==> config.mk <==
export PLATFORM = sky130hd
export DESIGN_NAME = sterownik_pwm
export DESIGN_NICKNAME = d
export VERILOG_FILES = /design/src/rtl/sterownik_pwm_pkg.sv /design/src/rtl/sterownik_pwm_licznik.sv /design/src/rtl/sterownik_pwm.sv
export SDC_FILE = /design/constraint.sdc
export NUM_CORES = 1
export LEC_CHECK = 0
export BUFFER_PORTS_ARGS = -buffer_cell sky130_fd_sc_hd__buf_2
export CAP_MARGIN = 20
export CORE_MARGIN = 4
export CORE_UTILIZATION = 57
export CTS_CLUSTER_SIZE = 25
export DETAILED_ROUTE_END_ITERATION = 8
export GPL_ROUTABILITY_DRIVEN = 0
export PLACE_DENSITY = 0.79
export SYNTH_ARGS = -nofsm -noshare
export SYNTH_HDL_FRONTEND = slang
export SYNTH_SLANG_ARGS = --single-unit
==> constraint.sdc <==
create_clock -name clk -period 4.07 [get_ports clk]
set_input_delay 0 -clock clk [delete_from_list [all_inputs] [get_ports clk]]
set_output_delay 0 -clock clk [all_outputs]
set_load 0.01 [all_outputs]
==> src/rtl/sterownik_pwm_pkg.sv <==
// -----------------------------------------------------------------------------
// sterownik_pwm_pkg
// Shared motor-stage constants, the controller state encoding and the
// setpoint saturation helper used by sterownik_pwm and licznik_pwm.
// -----------------------------------------------------------------------------
package sterownik_pwm_pkg;

  localparam int MAX_RPM   = 100;  // highest legal setpoint / duty, percent
  localparam int PWM_STEPS = 100;  // ticks per PWM period
  localparam int RPM_W     = 7;    // width of every percent-valued signal

  // Controller states: stopped, steady, ramping up, ramping down.
  typedef enum logic [1:0] {
    STOJ   = 2'd0,
    STALA  = 2'd1,
    W_GORE = 2'd2,
    W_DOL  = 2'd3
  } stan_t;

  // Clamp a raw 7-bit selector value into 0..MAX_RPM.
  function automatic logic [RPM_W-1:0] nasyc_rpm(input logic [RPM_W-1:0] v);
    if (v > RPM_W'(MAX_RPM)) begin
      return RPM_W'(MAX_RPM);
    end else begin
      return v;
    end
  endfunction

endpackage

==> src/rtl/sterownik_pwm_licznik.sv <==
// -----------------------------------------------------------------------------
// licznik_pwm
// Prescaler plus PWM period counter. The prescaler counts 0..PRESCALER-1 and
// emits a tick on its terminal count; each tick advances the period counter
// 0..PWM_STEPS-1, wrapping. period_end marks the tick that closes a period.
//   clk        in   system clock
//   rst        in   asynchronous active-high reset
//   tick       out  one clk pulse per PWM tick
//   period_end out  tick coinciding with period counter = PWM_STEPS-1
//   period_cnt out  current position inside the PWM period (0..99)
// -----------------------------------------------------------------------------
module licznik_pwm
  import sterownik_pwm_pkg::*;
#(
  parameter int PRESCALER = 100
) (
  input  logic             clk,
  input  logic             rst,
  output logic             tick,
  output logic             period_end,
  output logic [RPM_W-1:0] period_cnt
);

  localparam int PW = (PRESCALER > 1) ? $clog2(PRESCALER) : 1;

  logic [PW-1:0]    presc_r;
  logic [RPM_W-1:0] cnt_r;
  logic             tick_s;
  logic             last_step_s;

  assign tick_s      = (presc_r == PW'(PRESCALER - 1));
  assign last_step_s = (cnt_r == RPM_W'(PWM_STEPS - 1));

  assign tick        = tick_s;
  assign period_end  = tick_s & last_step_s;
  assign period_cnt  = cnt_r;

  // Prescaler and period counter; both run freely regardless of enable.
  always_ff @(posedge clk or posedge rst) begin
    if (rst) begin
      presc_r <= '0;
      cnt_r   <= '0;
    end else if (tick_s) begin
      presc_r <= '0;
      if (last_step_s) begin
        cnt_r <= '0;
      end else begin
        cnt_r <= cnt_r + RPM_W'(1);
      end
    end else begin
      presc_r <= presc_r + PW'(1);
    end
  end

endmodule

==> src/rtl/sterownik_pwm.sv <==
// -----------------------------------------------------------------------------
// sterownik_pwm
// Speed-stage PWM generator. Latches the selector's setpoint on its change
// strobe (saturated to 100 %), ramps the applied duty toward it by 1 % every
// RAMP_PERIODS PWM periods, and drives a registered fixed-period PWM.
//   clk               in   system clock
//   rst               in   asynchronous active-high reset
//   rpm               in   setpoint from selector, percent
//   sygnal_zmiany_rpm in   one-cycle strobe: latch rpm
//   enable            in   motor enable level
//   zadane_rpm        out  latched setpoint (reset INIT_RPM)
//   aktualne_rpm      out  applied duty, percent (reset 0)
//   pwm_out           out  registered PWM drive (reset 0)
//   w_rampie          out  high while enabled and duty differs from setpoint
// -----------------------------------------------------------------------------
module sterownik_pwm
  import sterownik_pwm_pkg::*;
#(
  parameter int PRESCALER    = 100,
  parameter int RAMP_PERIODS = 4,
  parameter int INIT_RPM     = 50
) (
  input  logic             clk,
  input  logic             rst,
  input  logic [RPM_W-1:0] rpm,
  input  logic             sygnal_zmiany_rpm,
  input  logic             enable,
  output logic [RPM_W-1:0] zadane_rpm,
  output logic [RPM_W-1:0] aktualne_rpm,
  output logic             pwm_out,
  output logic             w_rampie
);

  localparam int RC_W = (RAMP_PERIODS > 1) ? $clog2(RAMP_PERIODS) : 1;

  logic             tick_s;
  logic             period_end_s;
  logic [RPM_W-1:0] period_cnt_s;
  logic             krok_s;

  stan_t            stan_r;
  stan_t            stan_nxt_s;
  logic [RPM_W-1:0] zadane_r;
  logic [RPM_W-1:0] zadane_nxt_s;
  logic [RPM_W-1:0] aktualne_r;
  logic [RPM_W-1:0] aktualne_nxt_s;
  logic [RC_W-1:0]  ramp_r;
  logic [RC_W-1:0]  ramp_nxt_s;
  logic             pwm_r;
  logic             w_rampie_r;

  licznik_pwm #(
    .PRESCALER (PRESCALER)
  ) u_licznik (
    .clk        (clk),
    .rst        (rst),
    .tick       (tick_s),
    .period_end (period_end_s),
    .period_cnt (period_cnt_s)
  );

  // A period end is by construction also a tick.
  assign krok_s = tick_s & period_end_s;

  // Next-state: setpoint latch, ramp step and state selection.
  always_comb begin
    zadane_nxt_s   = zadane_r;
    aktualne_nxt_s = aktualne_r;
    ramp_nxt_s     = ramp_r;
    stan_nxt_s     = stan_r;

    if (sygnal_zmiany_rpm) begin
      zadane_nxt_s = nasyc_rpm(rpm);
    end else begin
      zadane_nxt_s = zadane_r;
    end

    if (!enable) begin
      stan_nxt_s     = STOJ;
      aktualne_nxt_s = '0;
      ramp_nxt_s     = '0;
    end else begin
      // The step direction comes from the registered state, so a strobe in
      // the same cycle only steers the following step.
      case (stan_r)
        W_GORE, W_DOL: begin
          if (krok_s) begin
            if (ramp_r == RC_W'(RAMP_PERIODS - 1)) begin
              ramp_nxt_s = '0;
              if (stan_r == W_GORE) begin
                aktualne_nxt_s = aktualne_r + RPM_W'(1);
              end else begin
                aktualne_nxt_s = aktualne_r - RPM_W'(1);
              end
            end else begin
              ramp_nxt_s = ramp_r + RC_W'(1);
            end
          end else begin
            ramp_nxt_s = ramp_r;
          end
        end
        default: begin
          aktualne_nxt_s = aktualne_r;
          ramp_nxt_s     = ramp_r;
        end
      endcase

      // Leaving STOJ and every setpoint change land here: the state always
      // mirrors the relation between the next duty and the next setpoint.
      if (aktualne_nxt_s < zadane_nxt_s) begin
        stan_nxt_s = W_GORE;
      end else if (aktualne_nxt_s > zadane_nxt_s) begin
        stan_nxt_s = W_DOL;
      end else begin
        stan_nxt_s = STALA;
        ramp_nxt_s = '0;
      end
    end
  end

  // State, setpoint, duty, ramp counter and registered outputs.
  always_ff @(posedge clk or posedge rst) begin
    if (rst) begin
      stan_r     <= STOJ;
      zadane_r   <= RPM_W'(INIT_RPM);
      aktualne_r <= '0;
      ramp_r     <= '0;
      pwm_r      <= 1'b0;
      w_rampie_r <= 1'b0;
    end else begin
      stan_r     <= stan_nxt_s;
      zadane_r   <= zadane_nxt_s;
      aktualne_r <= aktualne_nxt_s;
      ramp_r     <= ramp_nxt_s;
      pwm_r      <= enable & (period_cnt_s < aktualne_r);
      w_rampie_r <= (stan_nxt_s == W_GORE) | (stan_nxt_s == W_DOL);
    end
  end

  assign zadane_rpm   = zadane_r;
  assign aktualne_rpm = aktualne_r;
  assign pwm_out      = pwm_r;
  assign w_rampie     = w_rampie_r;

endmodule

Word-level counts from Yosys, hierarchy flattened. Index checks and enable logic that the tools add are counted.

$add $sub $neg: 5. Reductions and logical operators: 1. Muxes and demuxes: 19. Magnitude comparators: 4. Bitwise operators: 4. Equality and inequality tests: 7.

Operator list (number): 2-to-1 mux 7 bit (10); adder 7 x 1 -> 7 bit (second input constant) (3); 2-to-1 mux 2 bit (9); == test 7 bit (second input constant) (2); < comparator 7 bit (2); == test 2 bit (second input constant) (5); greater-than comparator 7 bit (1); greater-than comparator 7 bit (second input constant) (1); subtractor 7 x 1 -> 7 bit (second input constant) (1); bitwise AND 1 bit (3); adder 2 x 1 -> 2 bit (second input constant) (1); OR reduction 2 bit (1); bitwise OR 1 bit (1).

Input port bits: 11. Output and inout port bits: 16. Word-level logic and storage cells: 48. Register bits after elaboration: 34.

Logic depth before layout (Yosys ltp).
Word-level depth: 12. Depth in mapped cells: 13. Depth with buffers taken out: 13.

Modules after synthesis. From an unflattened synthesis, not the netlist that was laid out.

Cells, all modules: 227. Area, all modules: 2143.3 um^2.

Modules (own cells, without submodules): sterownik_pwm (times used 1, area an instance 1460.2 um^2, cells each 161, sequential area each 504.2 um^2); licznik_pwm (times used 1, area an instance 683.2 um^2, cells each 66, sequential area each 350.3 um^2).

Worst setup path after synthesis. OpenSTA, ideal clock, no wires.

Kind: reg-to-reg. Start: register stan_r[0]. End: register ramp_r[1]. Setup time: 0.120 ns. Period minus slack after synthesis: 2.897 ns. Stages on the path, launching flop included: 13. Required time: 3.950 ns. Arrival time: 2.777 ns. Path buffers: 0. Slack: 1.173 ns. Path through: dfrtp_1 > nand2b_1 > ha_1 > nor2b_1 > o31a_1 > o22ai_1 > mux2i_1 > xnor2_1 > ha_1 > nand4_1 > o21a_1 > a31o_2 > nor2b_1.

Longest elaborated chain between the ends: 10. Elaborated cells on any way between the ends: 14. Those cells by class: 2 x order compare; 2 x eq/ne; 9 x mux; 1 x reduce/logical.

RTL lines: start, declared (RTL line sterownik_pwm.sv:41) `stan_t stan_r;`; start signal, assigned (RTL line sterownik_pwm.sv:131) `stan_r <= stan_nxt_s;`; == test 2 bit (RTL line sterownik_pwm.sv:85, sterownik_pwm.sv:90); 2-to-1 mux 7 bit (RTL line sterownik_pwm.sv:90) `if (stan_r == W_GORE) begin`; 2-to-1 mux 7 bit (RTL line sterownik_pwm.sv:88) `if (ramp_r == RC_W'(RAMP_PERIODS - 1)) begin`; 2-to-1 mux 7 bit (RTL line sterownik_pwm.sv:87) `if (krok_s) begin`; 2-to-1 mux 7 bit (RTL line sterownik_pwm.sv:85) `case (stan_r)`; 2-to-1 mux 7 bit (RTL line sterownik_pwm.sv:78) `if (!enable) begin`; greater-than comparator 7 bit (RTL line sterownik_pwm.sv:112) `end else if (aktualne_nxt_s > zadane_nxt_s) begin`; 2-to-1 mux 2 bit (RTL line sterownik_pwm.sv:112); 2-to-1 mux 2 bit (*) (RTL line sterownik_pwm.sv:110) `if (aktualne_nxt_s < zadane_nxt_s) begin`; 2-to-1 mux 2 bit (*) (RTL line sterownik_pwm.sv:78); net ramp_nxt_s[1] (RTL line sterownik_pwm.sv:48) `logic [RC_W-1:0] ramp_nxt_s;`; end signal, assigned (RTL line sterownik_pwm.sv:134) `ramp_r <= ramp_nxt_s;`; end, declared (RTL line sterownik_pwm.sv:47) `logic [RC_W-1:0] ramp_r;`.

The timed path passes the listed nets; every way through them passes the cells marked *. The select of a mux whose other input is x is not followed. A chain may end at the register's enable or synchronous reset.

Final worst setup path.
Start: register u_licznik.cnt_r[0] (netlist: u_licznik.period_cnt[0]). End: register ramp_r[0].

Longest elaborated chain between the ends: 10. Elaborated cells on any way between the ends: 13. Those cells by class: 2 x order compare; 1 x eq/ne; 8 x mux; 2 x bitwise.

RTL lines: start, declared (RTL line sterownik_pwm_licznik.sv:27) `logic [RPM_W-1:0] cnt_r;`; start signal, assigned (RTL line sterownik_pwm_licznik.sv:48) `cnt_r <= cnt_r + RPM_W'(1);`; == test 7 bit (*) (RTL line sterownik_pwm_licznik.sv:32) `assign last_step_s = (cnt_r == RPM_W'(PWM_STEPS - 1));`; bitwise AND 1 bit (*) (RTL line sterownik_pwm_licznik.sv:35) `assign period_end = tick_s & last_step_s;`; bitwise AND 1 bit (*) (RTL line sterownik_pwm.sv:63) `assign krok_s = tick_s & period_end_s;`; 2-to-1 mux 7 bit (RTL line sterownik_pwm.sv:87); 2-to-1 mux 7 bit (RTL line sterownik_pwm.sv:85); 2-to-1 mux 7 bit (RTL line sterownik_pwm.sv:78); greater-than comparator 7 bit (RTL line sterownik_pwm.sv:112); 2-to-1 mux 2 bit (RTL line sterownik_pwm.sv:112); 2-to-1 mux 2 bit (*) (RTL line sterownik_pwm.sv:110); 2-to-1 mux 2 bit (*) (RTL line sterownik_pwm.sv:78); net ramp_nxt_s[0] (RTL line sterownik_pwm.sv:48).

Marks and branches as above.

==> summary.txt <==
outcome: finished clean
Synth Area in XOR/XNOR: 3.73%
Post-Syn Instances: 218
Ant. Diodes: 0
clock skew: 0.00481 ns
RSZ-0062 raised after global routing: false
Critical Path Start Type: flop
fmax: 0.308 GHz
Total Wirelength: 4140 µm
CTS sink cnt: 34
post-route ant nets: 0
critical path startpoint: u_licznik.period_cnt[0]$_DFFE_PP0N_
initial antenna violation count: 0
fillers: 273
root buffer cell: clkbuf_8
Die Ht: 68.9 µm
largest family of logic cells by synthesized area: simple AND/OR/NAND/NOR gates
Mapped Area: 2110 µm²
design area: 2430 µm²
FP Rows: 21
sequential element share of the synthesized area: 40.5%
final net count: 287
total negative slack: 0 ns
most frequent cells in the layout: dfrtp_1, buf_2, inv_1, ha_1, nand2_1
Peak supply drop: 0.246 mV
vias post-DR: 1622
All-Layer GR Usage: 20.5%
Worst slew margin: 60.5%
Yosys cell types: 41
Mapped Avg Cell Area: 9.68 µm²
FF-to-FF setup slack: 0.82 ns
first-pass GRT wire length: 7120 µm
Slew @ Worst Pin: 0.590 ns
FF-to-FF Start: u_licznik.period_cnt[0]$_DFFE_PP0N_
Critical Path RT: 4.28 ns
drc violations: 0
routed len/inst: 13.8 µm
First-pass DRT Iterations: 4
mux cell area share after synthesis: 3.85%
Cell Count, Final, Fillers Out: 301
htree depth: 2
synthesis-to-layout area growth: 15.3%
Setup violations, final: 0
leakage power: 1.22 nW
Post-CTS Setup Inserts: 0
synth warn: 0
Seq cells post-synth: 34
largest net degree at the start of global routing: 35
fin crit period: 3.25 ns
Initial Util: 61.3%
iteration-0 DRC count of the detailed router: 79
reg2reg end: ramp_r[0]$_DFF_PP0_
worst setup path endpoint: ramp_r[0]$_DFF_PP0_
Die ar.: 4740 µm²
Via density: 5.39
CP Max Fanout: 14
critical path endpoint category: flop
port bufs: 26
Fin. Hold Viols: 0
Synthesized Nets: 251
MaxCap Viol Count: 0
Worst Path Arrival: 3.46 ns
core area: 3440 µm²
Placed Area: 2280 µm²
total gr overflow: 0
vias in the first global route: 1535
most common cell after layout, fill and taps aside: dfrtp_1
Worst-Skew Late Latency: 0.29 ns
IO Pins: 27
hpwl dp: 3040 µm
post-synthesis adder-cell area fraction: 13.4%
PD cells: 281 nW/µm²
Placed Cells: 287
critical path class: flop to flop
CTS Buf Count: 5
post-route clock period utilization: 79.8%
Synth Area in Compound Gates: 15.6%
Hold/Removal Path Class: primary input to flop
multi-input logic area: 1150 µm²
R2R depth: 11
Die X: 68.9 µm
CTS max path bufs: 2
final number of max-transition violations: 0
Post-Synth Simple-Gate Area: 18.0%
Register Area: 855 µm²
ratio of cells with drive above 1 in the final layout: 18.0%
CTS tree: yes
PostCTS Resize Cnt: 0
clock slew at reported path FFs: 0.07 ns
through the flow:
step | hold slack, ns | power (W) | setup slack, ns | util, %
detailed placement | 0.113 | 0.000430 | 0.880 | 66.3
CTS | 0.0511 | 0.000687 | 0.850 | 70.7
finish | 0.0569 | 0.000685 | 0.822 | 70.7
global route | 0.0624 | 0.000714 | 0.515 | 70.7
global placement | 0.107 | 0.000428 | 0.972 | 66.3
floorplan | 0.129 | 0.000405 | 1.17 | -
what timing repair did:
action / in CTS / in global routing
endpoints found under the setup margin: 0 / 0
hold buffers: 6 / 0
endpoints found under the hold margin: 36 / 0
cells by family after synthesis:
family	after synthesis
AND/OR/NAND/NOR	69
adder cells (fa/ha/maj)	22
AO/OA/AOI/OAI	51
multiplexers	8
buffers and inverters	25
flip-flops	34
XOR/XNOR	9
final cells by class:
type	count	area share, %
multi-input cells	159	47.4
inverters	21	3.24
clock inverters	1	0.206
repair buffers	33	8.12
flip-flops and latches	34	35.1
well taps	46	2.37
clock buffers	7	3.55
worst min path at each step:
stage	start	endpoint	depth (start not counted)
global placement	rst	zadane_rpm[6]$_DFF_PP0_	3
global route	enable	stan_r[0]$_DFF_PP0_	2
finish	rpm[4]	zadane_rpm[4]$_DFF_PP1_	4
floorplan	rpm[1]	zadane_rpm[1]$_DFF_PP1_	2
detailed placement	rst	zadane_rpm[6]$_DFF_PP0_	3
CTS	enable	stan_r[0]$_DFF_PP0_	2
flip-flops by register name, summed over array words and instances, names as in the netlist:
| register | flops |
|---|---|
| zadane_rpm | 7 |
| u_licznik.period_cnt | 7 |
| pwm_out | 1 |
| stan_r | 2 |
| aktualne_rpm | 7 |
| ramp_r | 2 |
| w_rampie | 1 |
| u_licznik.presc_r | 7 |
routing by layer:
| metal | global-route usage, % | vias up | wire length (µm) |
|---|---|---|---|
| met1 | 28.2 | 762 | 2020 |
| met2 | 31.8 | 18 | 1960 |
| li1 | - | 835 | - |
| met3 | 4.38 | 7 | 106 |
| met5 | 0 | - | 0 |
| met4 | 7.30 | 0 | 61 |
critical path, stage by stage (launching register included):
cell	delay [ns]
dfrtp_1	0.40
ha_1	0.31
nor3b_1	0.29
nand4_1	0.52
a211oi_1	0.38
a21o_1	0.14
ha_1	0.24
a21o_1	0.16
a21o_1	0.18
a21oi_1	0.21
a31o_2	0.21
a21boi_1	0.15
cells in the mapped netlist, drive strengths merged:
library cell / n / share of area, %
nand4: 5 / 2.2
xnor2: 6 / 2.5
o31ai: 1 / 0.36
nand3: 8 / 1.9
nor3b: 3 / 1.5
ha: 21 / 12
o21bai: 2 / 0.71
o21a: 6 / 2.1
and2: 6 / 1.8
a31o: 3 / 1.2
a211oi: 3 / 1.1
nor2: 14 / 2.5
xor2: 3 / 1.2
buf: 2 / 0.77
fa: 1 / 0.95
or2: 1 / 0.30
dfstp: 3 / 3.7
a31oi: 3 / 0.89
o31a: 1 / 0.42
a21boi: 2 / 0.71
inv: 21 / 3.7
dfrtp: 31 / 37
a21oi: 8 / 1.9
o21ai: 12 / 2.8
a21o: 7 / 2.5
or3: 2 / 0.59
mux2i: 7 / 3.3
mux2: 1 / 0.53
nand3b: 1 / 0.36
nand2b: 3 / 0.89
nand4b: 1 / 0.42
o22ai: 3 / 0.89
nand2: 19 / 3.4
clkbuf: 2 / 0.36
nor2b: 4 / 1.2
and4b: 2 / 1.0
power by group:
group,switching (W),internal [W],total [W]
combinational,0.0000433,0.0000319,0.0000752
clock,0.000120,0.000136,0.000257
sequential,0.00000430,0.000349,0.000353
total,0.000168,0.000517,0.000685
(Power assumes the default switching activity.)
